## src/rtl/floatingpoint_pkg.sv

```systemverilog
// Shared floating-point package.
// Holds the IEEE-754 single-precision `float` layout used across the float
// datapath, plus the issuing-controller state encoding so that benches can
// probe the controller state by name.
package floatingpoint;

  // IEEE-754 binary32: 1 sign bit, 8 exponent bits, 23 mantissa bits.
  typedef struct packed {
    logic        sign;
    logic [7:0]  exponent;
    logic [22:0] mantissa;
  } float;

  localparam float FLOAT_ZERO = '0;

  // States of float_accumulate_ctrl.
  typedef enum logic [1:0] {
    IDLE  = 2'd0,  // waiting for the first element of a stream
    ACCUM = 2'd1,  // waiting for the next element to fold in
    WAIT  = 2'd2,  // one adder transaction outstanding
    DONE  = 2'd3   // total presented, waiting for SumReady
  } acc_state_e;

endpackage

```

## src/rtl/float_acc_watchdog.sv

```systemverilog
// Watchdog counter for float_accumulate_ctrl.
// Counts cycles while count_i is high; clear_i returns the count to zero.
// expire_o is high in the cycle that would be the TIMEOUT_CYCLES-th counted
// cycle, so the owner can leave its wait state on that edge.
//
// Ports:
//   Clock    - clock, rising edge
//   Reset    - asynchronous active-low reset
//   clear_i  - restart the count from zero (has priority over count_i)
//   count_i  - count this cycle
//   expire_o - limit reached in this cycle
module float_acc_watchdog #(
  parameter int TIMEOUT_CYCLES = 64
) (
  input  logic Clock,
  input  logic Reset,
  input  logic clear_i,
  input  logic count_i,
  output logic expire_o
);

  localparam int CNT_W = $clog2(TIMEOUT_CYCLES + 1);

  logic [CNT_W-1:0] cnt_q, cnt_d;

  assign expire_o = count_i && (cnt_q == CNT_W'(TIMEOUT_CYCLES - 1));

  always_comb begin
    cnt_d = cnt_q;
    if (clear_i) begin
      cnt_d = '0;
    end else if (count_i && !expire_o) begin
      cnt_d = cnt_q + CNT_W'(1);
    end
  end

  always_ff @(posedge Clock or negedge Reset) begin
    if (!Reset) begin
      cnt_q <= '0;
    end else begin
      cnt_q <= cnt_d;
    end
  end

endmodule

```

## src/rtl/float_accumulate_ctrl.sv

```systemverilog
// Issuing-side controller for the multi-cycle float adder.
// Accepts a stream of binary32 operands (valid/ready), folds each one into a
// running sum by issuing one Op1/Op2/InputValid transaction to the adder and
// waiting for its ResultValid pulse, then presents the total and the element
// count on a valid/ready result port. No float arithmetic is done here.
//
// Build option: define FLOAT_ACC_TIMEOUT_EN to enable the WAIT watchdog
// (TIMEOUT_CYCLES). Without it, Error is always 0 and WAIT never times out.
//
// Ports:
//   Clock, Reset            - clock; asynchronous active-low reset
//   InData/InValid/InLast   - operand stream input, InReady back-pressure
//   Op1/Op2/InputValid      - adder request (accumulator, new element, start)
//   Result/ResultValid      - adder response (one-cycle pulse)
//   Sum/SumCount/SumValid   - final total and element count, SumReady accepts
//   Error                   - sticky watchdog flag
module float_accumulate_ctrl
  import floatingpoint::*;
#(
  parameter int COUNT_W        = 16,
  parameter int TIMEOUT_CYCLES = 64
) (
  input  logic               Clock,
  input  logic               Reset,
  input  float               InData,
  input  logic               InValid,
  input  logic               InLast,
  output logic               InReady,
  output float               Op1,
  output float               Op2,
  output logic               InputValid,
  input  float               Result,
  input  logic               ResultValid,
  output float               Sum,
  output logic [COUNT_W-1:0] SumCount,
  output logic               SumValid,
  input  logic               SumReady,
  output logic               Error
);

  acc_state_e         state_q, state_d;
  float               acc_q, acc_d;
  float               op1_q, op1_d;
  float               op2_q, op2_d;
  logic [COUNT_W-1:0] count_q, count_d;
  logic               last_pend_q, last_pend_d;
  logic               in_ready_q, in_ready_d;
  logic               input_valid_q, input_valid_d;
  logic               error_q, error_d;
  logic               in_fire;
  logic               timeout;

  assign in_fire = InValid & in_ready_q;

`ifdef FLOAT_ACC_TIMEOUT_EN
  float_acc_watchdog #(
    .TIMEOUT_CYCLES(TIMEOUT_CYCLES)
  ) u_watchdog (
    .Clock   (Clock),
    .Reset   (Reset),
    .clear_i (state_q != WAIT),
    .count_i (state_q == WAIT),
    .expire_o(timeout)
  );
`else
  logic unused_timeout_cfg;
  assign unused_timeout_cfg = (TIMEOUT_CYCLES > 0);
  assign timeout            = 1'b0;
`endif

  always_comb begin
    // NOTE: every variable gets its hold value first so that no path through
    // the case statement leaves one unassigned (which would infer a latch).
    state_d       = state_q;
    acc_d         = acc_q;
    op1_d         = op1_q;
    op2_d         = op2_q;
    count_d       = count_q;
    last_pend_d   = last_pend_q;
    input_valid_d = 1'b0;
    error_d       = error_q;

    unique case (state_q)
      IDLE: begin
        // The first element seeds the accumulator without an adder pass.
        if (in_fire) begin
          acc_d   = InData;
          count_d = COUNT_W'(1);
          state_d = InLast ? DONE : ACCUM;
        end
      end
      ACCUM: begin
        if (in_fire) begin
          op1_d         = acc_q;
          op2_d         = InData;
          input_valid_d = 1'b1;
          if (count_q != '1) begin
            count_d = count_q + COUNT_W'(1);
          end
          last_pend_d   = InLast;
          state_d       = WAIT;
        end
      end
      WAIT: begin
        // A result arriving on the expiry cycle takes priority over timeout.
        if (ResultValid) begin
          acc_d   = Result;
          state_d = last_pend_q ? DONE : ACCUM;
        end else if (timeout) begin
          error_d = 1'b1;
          state_d = DONE;
        end
      end
      DONE: begin
        if (SumReady) begin
          state_d = IDLE;
        end
      end
      default: state_d = IDLE;
    endcase

    // InReady is registered so it stays low until the first clock after reset.
    in_ready_d = (state_d == IDLE) || (state_d == ACCUM);
  end

  always_ff @(posedge Clock or negedge Reset) begin
    if (!Reset) begin
      state_q       <= IDLE;
      acc_q         <= FLOAT_ZERO;
      op1_q         <= FLOAT_ZERO;
      op2_q         <= FLOAT_ZERO;
      count_q       <= '0;
      last_pend_q   <= 1'b0;
      in_ready_q    <= 1'b0;
      input_valid_q <= 1'b0;
      error_q       <= 1'b0;
    end else begin
      // NOTE: non-blocking assignments here so every register samples the
      // pre-edge values computed above, independent of statement order.
      state_q       <= state_d;
      acc_q         <= acc_d;
      op1_q         <= op1_d;
      op2_q         <= op2_d;
      count_q       <= count_d;
      last_pend_q   <= last_pend_d;
      in_ready_q    <= in_ready_d;
      input_valid_q <= input_valid_d;
      error_q       <= error_d;
    end
  end

  assign InReady    = in_ready_q;
  assign Op1        = op1_q;
  assign Op2        = op2_q;
  assign InputValid = input_valid_q;
  assign Sum        = acc_q;
  assign SumCount   = count_q;
  assign SumValid   = (state_q == DONE);
  assign Error      = error_q;

endmodule
```

## config.mk

```make
export PLATFORM = sky130hd
export DESIGN_NAME = float_accumulate_ctrl
export DESIGN_NICKNAME = d
export VERILOG_FILES = /design/src/rtl/floatingpoint_pkg.sv /design/src/rtl/float_acc_watchdog.sv /design/src/rtl/float_accumulate_ctrl.sv
export SDC_FILE = /design/constraint.sdc
export NUM_CORES = 1
export LEC_CHECK = 0
export CAP_MARGIN = 10
export CORE_AREA = 2 2 110 112
export DETAILED_ROUTE_END_ITERATION = 8
export DIE_AREA = 0 0 112 114
export PLACE_DENSITY = 0.79
export SKIP_CTS_REPAIR_TIMING = 1
export SLEW_MARGIN = 20
export SYNTH_ARGS = -nofsm -noshare
export SYNTH_HDL_FRONTEND = slang
export SYNTH_SLANG_ARGS = --single-unit
```

## constraint.sdc

```tcl
create_clock -name Clock -period 2.4 [get_ports Clock]
set_input_delay 0.48 -clock Clock [delete_from_list [all_inputs] [get_ports Clock]]
set_output_delay 0.48 -clock Clock [all_outputs]
set_load 0.02 [all_outputs]
```

## Yosys cells after proc, flatten, opt, wreduce, memory -nomap -nowiden

Cells that the tools add are included.

- Register bits: 117
- Bits of input ports: 70
- Output and inout bits: 116
- Word-level logic and storage cells: 49

- Add/sub/neg operators: 1
- Eq/ne operators: 9
- Mux-type cells: 16
- Bitwise logic cells: 1
- Reductions and logical operators: 8

Operators by type and width:

| operator | count |
|---|---|
| $mux W32 | 2 |
| $pmux W32 S2 | 1 |
| $mux W16 | 3 |
| $pmux W16 S2 | 1 |
| $add A16 B1 Y16 const B | 1 |
| $ne A16 B16 Y1 const B | 1 |
| $mux W2 | 6 |
| $ne A2 B2 Y1 const B | 4 |
| $pmux W2 S4 | 1 |
| $eq A2 B1 Y1 const B | 2 |
| $eq A2 B2 Y1 const B | 2 |
| $logic_not A2 Y1 | 2 |
| $reduce_and A4 Y1 | 1 |
| $reduce_bool A2 Y1 | 2 |
| $reduce_and A3 Y1 | 1 |
| $mux W1 | 2 |
| $reduce_and A2 Y1 | 1 |
| $and A1 B1 Y1 | 1 |
| $logic_or A1 B1 Y1 | 1 |

## Logic depth before layout (Yosys ltp)

Gate-level depths: netlist of the first run.

- Depth after elaboration: 5
- Mapped depth: 6
- Depth with buffers taken out: 5

## Worst setup path after synthesis of the first run

Ideal clock, no wire load.

- Path type: register -> register
- Start: reg count_q[0] (netlist: SumCount[0])
- End: reg count_q[1] (netlist: SumCount[1])
- Setup time: 0.121 ns
- Arrival: 1.813 ns
- Data required time: 2.279 ns
- Path slack: 0.465 ns
- Cell stages (with the launch flop): 6
- Path buffers: 1
- Period minus slack after synthesis: 1.935 ns
- Path through: dfrtp_1 -> ha_1 -> nand4_1 -> or4_4 -> buf_6 -> a32o_2

- Cells in the longest elaborated chain, start to end: 4
- Elaborated cells on any way between the ends: 7
- Classes of those cells: add/sub: 1; eq/ne: 2; mux: 3; reduce/logical: 1

Ends and longest elaborated chain:

| what | RTL line | text |
|---|---|---|
| from (decl) | float_accumulate_ctrl.sv:45 | `logic [COUNT_W-1:0] count_q, count_d;` |
| from (signal assigned) | float_accumulate_ctrl.sv:144 | `count_q <= count_d;` |
| $add A16 B1 Y16 | float_accumulate_ctrl.sv:98 | `count_d = count_q + COUNT_W'(1);` |
| $mux W16 | float_accumulate_ctrl.sv:97 | `if (count_q != '1) begin` |
| $mux W16 | float_accumulate_ctrl.sv:93 | `if (in_fire) begin` |
| $pmux W16 S2 | float_accumulate_ctrl.sv:83 | `unique case (state_q)` |

Several ways; a longest one is shown, not always the timed one. The select of a mux whose other input is x is not followed.
A chain may end at the register's enable or synchronous reset.

## Worst setup path in the final report of the first run

- Start: reg state_q[0]
- End: out SumValid

- Cells in the longest elaborated chain, start to end: 1

Ends and longest elaborated chain:

| what | RTL line | text |
|---|---|---|
| from (decl) | float_accumulate_ctrl.sv:41 | `acc_state_e state_q, state_d;` |
| from (signal assigned) | float_accumulate_ctrl.sv:140 | `state_q <= state_d;` |
| $eq A2 B2 Y1 | float_accumulate_ctrl.sv:158 | `assign SumValid = (state_q == DONE);` |
| to (decl) | float_accumulate_ctrl.sv:36 | `output logic SumValid,` |

No other way between the ends.

==> results of run 1 <==
==> sequential cells by signal, indices dropped and copies added (netlist names) <==
| signal | flops |
|---|---|
| Op1 | 32 |
| Op2 | 32 |
| Sum | 32 |
| SumCount | 16 |
| state_q | 2 |
| InReady | 1 |
| InputValid | 1 |
| last_pend_q | 1 |
==> cell type report <==
cell class | count | area [um2] | share of cell area, %
clock buffers | 22 | 494 | 6.41
multi-input cells | 391 | 1990 | 25.8
flip-flops and latches | 117 | 2930 | 38.0
inverters | 3 | 11.3 | 0.146
clock inverters | 9 | 148 | 1.91
well taps | 147 | 184 | 2.39
repair buffers | 196 | 1950 | 25.3
==> cells by family after synthesis <==
kind of cell    count (synthesis)
compound gates                 67
fa+ha+maj                       1
buf+inv                        33
flops                         117
mux                            33
other cells                     1
simple gates                  289
==> stage by stage <==
step	cells	util, %	instance area, um2	hold slack (ns)
final	885	65.8	7710	0.0307
after global routing	885	65.8	7710	0.0556
after CTS	885	65.8	7710	0.0366
after detailed placement	854	60.4	7070	0.460
after global placement	854	60.4	7070	0.457
after floorplan	541	-	5060	0.184
==> metal layers <==
metal / vias to the layer above / wire [um] / global-route usage, %
li1: 2169 / - / -
met1: 2195 / 5540 / 26.6
met2: 162 / 7120 / 37.0
met3: 31 / 942 / 7.60
met4: 0 / 430 / 11.7
met5: - / 0 / 0
==> placed cells by master, fill, tap and decap left out, types with 3 or more instances in the layout <==
cell and instances:
a21oi_1 38, a221o_1 3, a31oi_1 5, and3_1 3, buf_4 11, bufinv_16 4
clkbuf_16 17, clkbuf_8 5, clkdlybuf4s50_1 183, clkinv_2 4, dfrtp_1 117, mux2i_1 33
nand2_1 207, nand3_1 11, nand4_1 5, nor2_1 41, nor3_1 4, o21ai_0 8
==> critical path: stages (launching register included) <==
cell	delay, ns
dfrtp_1	0.47
and2_1	0.17
clkdlybuf4s50_1	0.60
==> power groups by stage <==
stage               Clock [mW]  Sequential, mW  Combinational, mW
CTS                       2.76            3.47               4.95
global placement             0            3.44               4.81
global route              2.86            3.58               5.26
finish                    2.72            3.46               4.90
detailed placement           0            3.48               4.92
floorplan                    0            4.40               1.55
==> final timing paths <==
kind	startpoint	end	slack [ns]	cells after the start
min	Reset	Sum[12]$_DFFE_PN0P_	0.03	1
max reg2reg	SumCount[0]$_DFFE_PN0P_	SumCount[3]$_DFFE_PN0P_	0.49	5
min in group Clock	Op2[24]$_DFFE_PN0P_	Op2[24]$_DFFE_PN0P_	0.47	2
min reg2reg	Op2[24]$_DFFE_PN0P_	Op2[24]$_DFFE_PN0P_	0.47	2
max	state_q[0]$_DFF_PN0_	SumValid	0.29	2
max in group asynchronous	Reset	Op2[23]$_DFFE_PN0P_	1.63	2
==> results.toml, run 1 <==
[final_layout]
drive_above_1_share_pct = 7.45
fillers = 971
antennaDiodeCount = 0
nets = 797
syn_to_final_growth_pct = 52.4

[critical_path]
setup.worst_path.start_class = "flop"
cp-end-kind = "output pin"
path_max_fanout = 6
cp.arrival_ns = 1.63
crit_type = "reg2out"
critPathRequiredTime_ns = 1.92

[route]
ant_nets = 0
drt_iter0_markers = 321
vias = 4557
wl_per_cell_um = 15.9
finalWirelength_mm = 14.0
viasPerCell = 5.15
dr.pass1.iters = 6
route.detailed.drc = 0

[clocking]
cts_buffers = 17
clockBufferDepth = 2
h-tree-depth = 4
cts_root_buf = "clkbuf_16"
cts_sinks = 117
clock_latency_ns = 0.41
cts_tree = "done"
clkTransAtPathRegs_ns = 0.05

[floorplan]
dieArea_um2 = 12800
die_h_um = 114
die_w_um = 112
ioPinCount = 186
rows = 40
coreArea_um2 = 11700
start_util_pct = 43.2

[synthesis]
synth_compound_area_share_pct = 7.97
yosysMostFrequentCell = "nand2_1"
synthSimpleGateAreaFrac_pct = 24.2
yosysTopAreaCell = "dfrtp_1"
synth_edf_count = 0
ys_ff_latch = 117
synthTopCellsByArea = "dfrtp_1 58%, nand2_1 15%, mux2i_1 6.5%, a21oi_1 3.9%, nor2_1 3.1%"
synthTopCellsByCount = "207 x nand2_1, 117 x dfrtp_1, 42 x nor2_1"
yosysSeqAreaShare_pct = 57.9
yosys.area.top_type_share_pct = 57.9
synth_cells = 541
ys_async_sr_fraction_pct = 100
synthDistinctLibCells = 45
synth_top_family_by_area = "simple AND/OR/NAND/NOR gates"
netlist_area_um2 = 5060
syn_area_per_cell_um2 = 9.35
yosysWarningCount = 0
ys.flop_type = "dfrtp_1"
synth_xor_area_share_pct = 0
syn_nets = 612
synthMuxAreaShare_pct = 6.53
synthAdderAreaFrac_pct = 0.247

[power_and_ir_drop]
pwr-share-comb_pct = 44.2
p_per_area_nw_per_um2 = 1440
p_sw_mw = 4.17
p_sw_share_pct = 37.6
seq_power_share_pct = 31.2
finalPower_mw = 11.1
p_clk_share_pct = 24.5
vdd_drop_max_mv = 0.788
total_leakage_power_nw = 3.54
internal_power_mw = 6.91

[worst_hold_path]
hold_class = "in2async"

[global_routing]
grt_overflow_total = 0
grt_pass1_wl_mm = 22.6
antenna_found_initial = 0
grt_pass1_vias = 4602
grt_usage_pct = 22.5
grt_max_degree = 66

[timing]
slew_headroom_pct = 61.7
tightest_slew_ns = 0.571
finalCriticalPeriod_ns = 2.11
fmaxAchievable_mhz = 473
tns_ns = 0
worst_slack_ns = 0.287
setup_violations = 0
skew_ns = 0.00866
finalHoldViolations = 0
rsz0062_at_grt = "false"
period_share_pct = 88.0
drv_slew = 0

[placement]
place_ws_ns = 0.319
io_buffers = 184
dpl.hpwl_mm = 9.86
gp_congestion = 0.928

[flow_run]
cap_violations = 0

[outcome]
status = "finished clean"
(Power assumes the default switching activity.)
==> inputs of run 2 (changes only) <==
Settings changed: CELL_PAD_IN_SITES_DETAIL_PLACEMENT set to 1, CELL_PAD_IN_SITES_GLOBAL_PLACEMENT set to 2, CORE_AREA 2 2 110 112 to 2 2 143 145, CTS_CLUSTER_DIAMETER set to 60, DIE_AREA 0 0 112 114 to 0 0 145 147, GPL_ROUTABILITY_DRIVEN set to 0, PLACE_DENSITY 0.79 to not set, PLACE_DENSITY_LB_ADDON set to 0.1.
==> run 2 against run 1 <==
Against the previous run:
- cell count increased by 14%
- wire length increased by 19%
- critical endpoint unchanged
- worst setup slack got worse by 0.13 ns
==> results.toml, run 2 (same netlist as run 1, synthesis figures left out) <==
[outcome]
status = "finished clean"

[floorplan]
start_util_pct = 25.5
coreArea_um2 = 19800
die_h_um = 147
die_w_um = 145
rows = 52
ioPinCount = 186
dieArea_um2 = 21300

[global_routing]
grtUsageMet1_pct = 18.9
grt_pass1_vias = 4889
grt_pass1_wl_mm = 26.9
grtUsageMet2_pct = 26.8
grt_overflow_total = 0
busiest_layer = "met2"
antenna_found_initial = 0
met3_usage_pct = 6.52
grt_usage_pct = 16.1
grt_max_degree = 118

[power_and_ir_drop]
p_sw_share_pct = 39.5
p_sw_mw = 4.30
total_leakage_power_nw = 3.49
vdd_drop_max_mv = 0.522
pwr-share-comb_pct = 45.8
p_per_area_nw_per_um2 = 1400
p_clk_share_pct = 22.5
seq_power_share_pct = 31.7
internal_power_mw = 6.60

[final_layout]
drive_above_1_share_pct = 7.05
nets = 797
syn_to_final_growth_pct = 54.1
antennaDiodeCount = 0
layout_commonest_cell = "nand2_1"
layout_common_cells = "207 x nand2_1, 183 x clkdlybuf4s50_1, 117 x dfrtp_1"

[timing]
rsz0062_at_grt = "false"
slew_headroom_pct = 54.4
whs_ns = 0.155
finalHoldViolations = 0
finalCriticalPeriod_ns = 2.25
setup_violations = 0
tns_ns = 0
period_share_pct = 93.6
fmaxAchievable_mhz = 445
skew_ns = 0.00715
tightest_slew_ns = 0.684
drv_slew = 0

[route]
dr.pass1.iters = 4
viasPerCell = 4.54
route.detailed.drc = 0
wl_per_cell_um = 16.5
finalWirelength_mm = 16.7
ant_nets = 0
drt_iter0_markers = 159
vias = 4579

[critical_path]
crit_type = "reg2out"
setup.worst_path.start_class = "flop"
cp.arrival_ns = 1.77
path_max_fanout = 10
cp-end-kind = "output pin"
critPathRequiredTime_ns = 1.92

[clocking]
clockBufferDepth = 2
cts_root_buf = "clkbuf_16"
cts_sinks = 117
clkTransAtPathRegs_ns = 0.05
clock_latency_ns = 0.41
h-tree-depth = 4
cts_tree = "done"
cts_buffers = 17

[flow_run]
cap_violations = 0

[placement]
dpl.hpwl_mm = 11.2
io_buffers = 184

[worst_hold_path]
hold_class = "in2async"
-- run 2: cell types whose count changed in the layout (fill, tap and decap cells not counted), sizes merged --
| cell | previous run | this run |
|---|---|---|
| clkbuf | 22 | 21 |
| bufinv | 4 | 2 |
| clkinvlp | 1 | 3 |
| clkinv | 4 | 5 |
-- run 2: metrics by stage --
stage	cells	area [um2]	worst slack, ns	power [mW]	util [%]
after floorplan	541	5060	0.465	5.95	-
after global placement	977	7230	0.385	8.49	36.5
after detailed placement	977	7230	0.308	8.58	36.5
after CTS	1008	7790	0.117	11.1	39.3
after global routing	1008	7790	0.0575	11.7	39.3
final	1008	7790	0.154	10.9	39.3
-- run 2: worst paths after layout --
check / startpoint / to / slack, ns / depth (start not counted)
worst max-delay path: state_q[0]$_DFF_PN0_ / SumValid / 0.15 / 2
worst min register to register: Op1[14]$_DFFE_PN0P_ / Op1[14]$_DFFE_PN0P_ / 0.47 / 2
min in group Clock: Op1[14]$_DFFE_PN0P_ / Op1[14]$_DFFE_PN0P_ / 0.47 / 2
worst max register to register: SumCount[0]$_DFFE_PN0P_ / SumCount[4]$_DFFE_PN0P_ / 0.45 / 5
max in group asynchronous: Reset / SumCount[8]$_DFFE_PN0P_ / 1.73 / 2
worst min-delay path: Reset / Sum[21]$_DFFE_PN0P_ / 0.16 / 2
-- run 2: critical path, cell delays in order (launching register included) --
cell and delay, ns:
dfrtp_1 0.56, and2_1 0.20, clkdlybuf4s50_1 0.60
-- run 2: metal layers --
| layer | vias up | share of wire, % |
|---|---|---|
| met5 | - | 0 |
| met4 | 0 | 1.9 |
| met3 | 23 | 8.1 |
| met2 | 127 | 48 |
| met1 | 2260 | 42 |
| li1 | 2169 | - |
-- run 2: final cells by class --
class | instances | area [um2]
timing repair buffer | 196 | 1970
multi-input combinational | 391 | 1990
sequential | 117 | 2930
clock buffer | 21 | 450
clock inverter | 10 | 108
fill | 2265 | 12100
inverter | 3 | 11.3
tap | 270 | 338
-- run 2: power groups by stage --
stage | Combinational [mW] | Clock (mW) | Sequential, mW
after floorplan | 1.55 | 0 | 4.40
after global placement | 5.02 | 0 | 3.46
after detailed placement | 5.09 | 0 | 3.49
after CTS | 5.11 | 2.52 | 3.47
after global routing | 5.44 | 2.63 | 3.60
final | 4.99 | 2.45 | 3.46
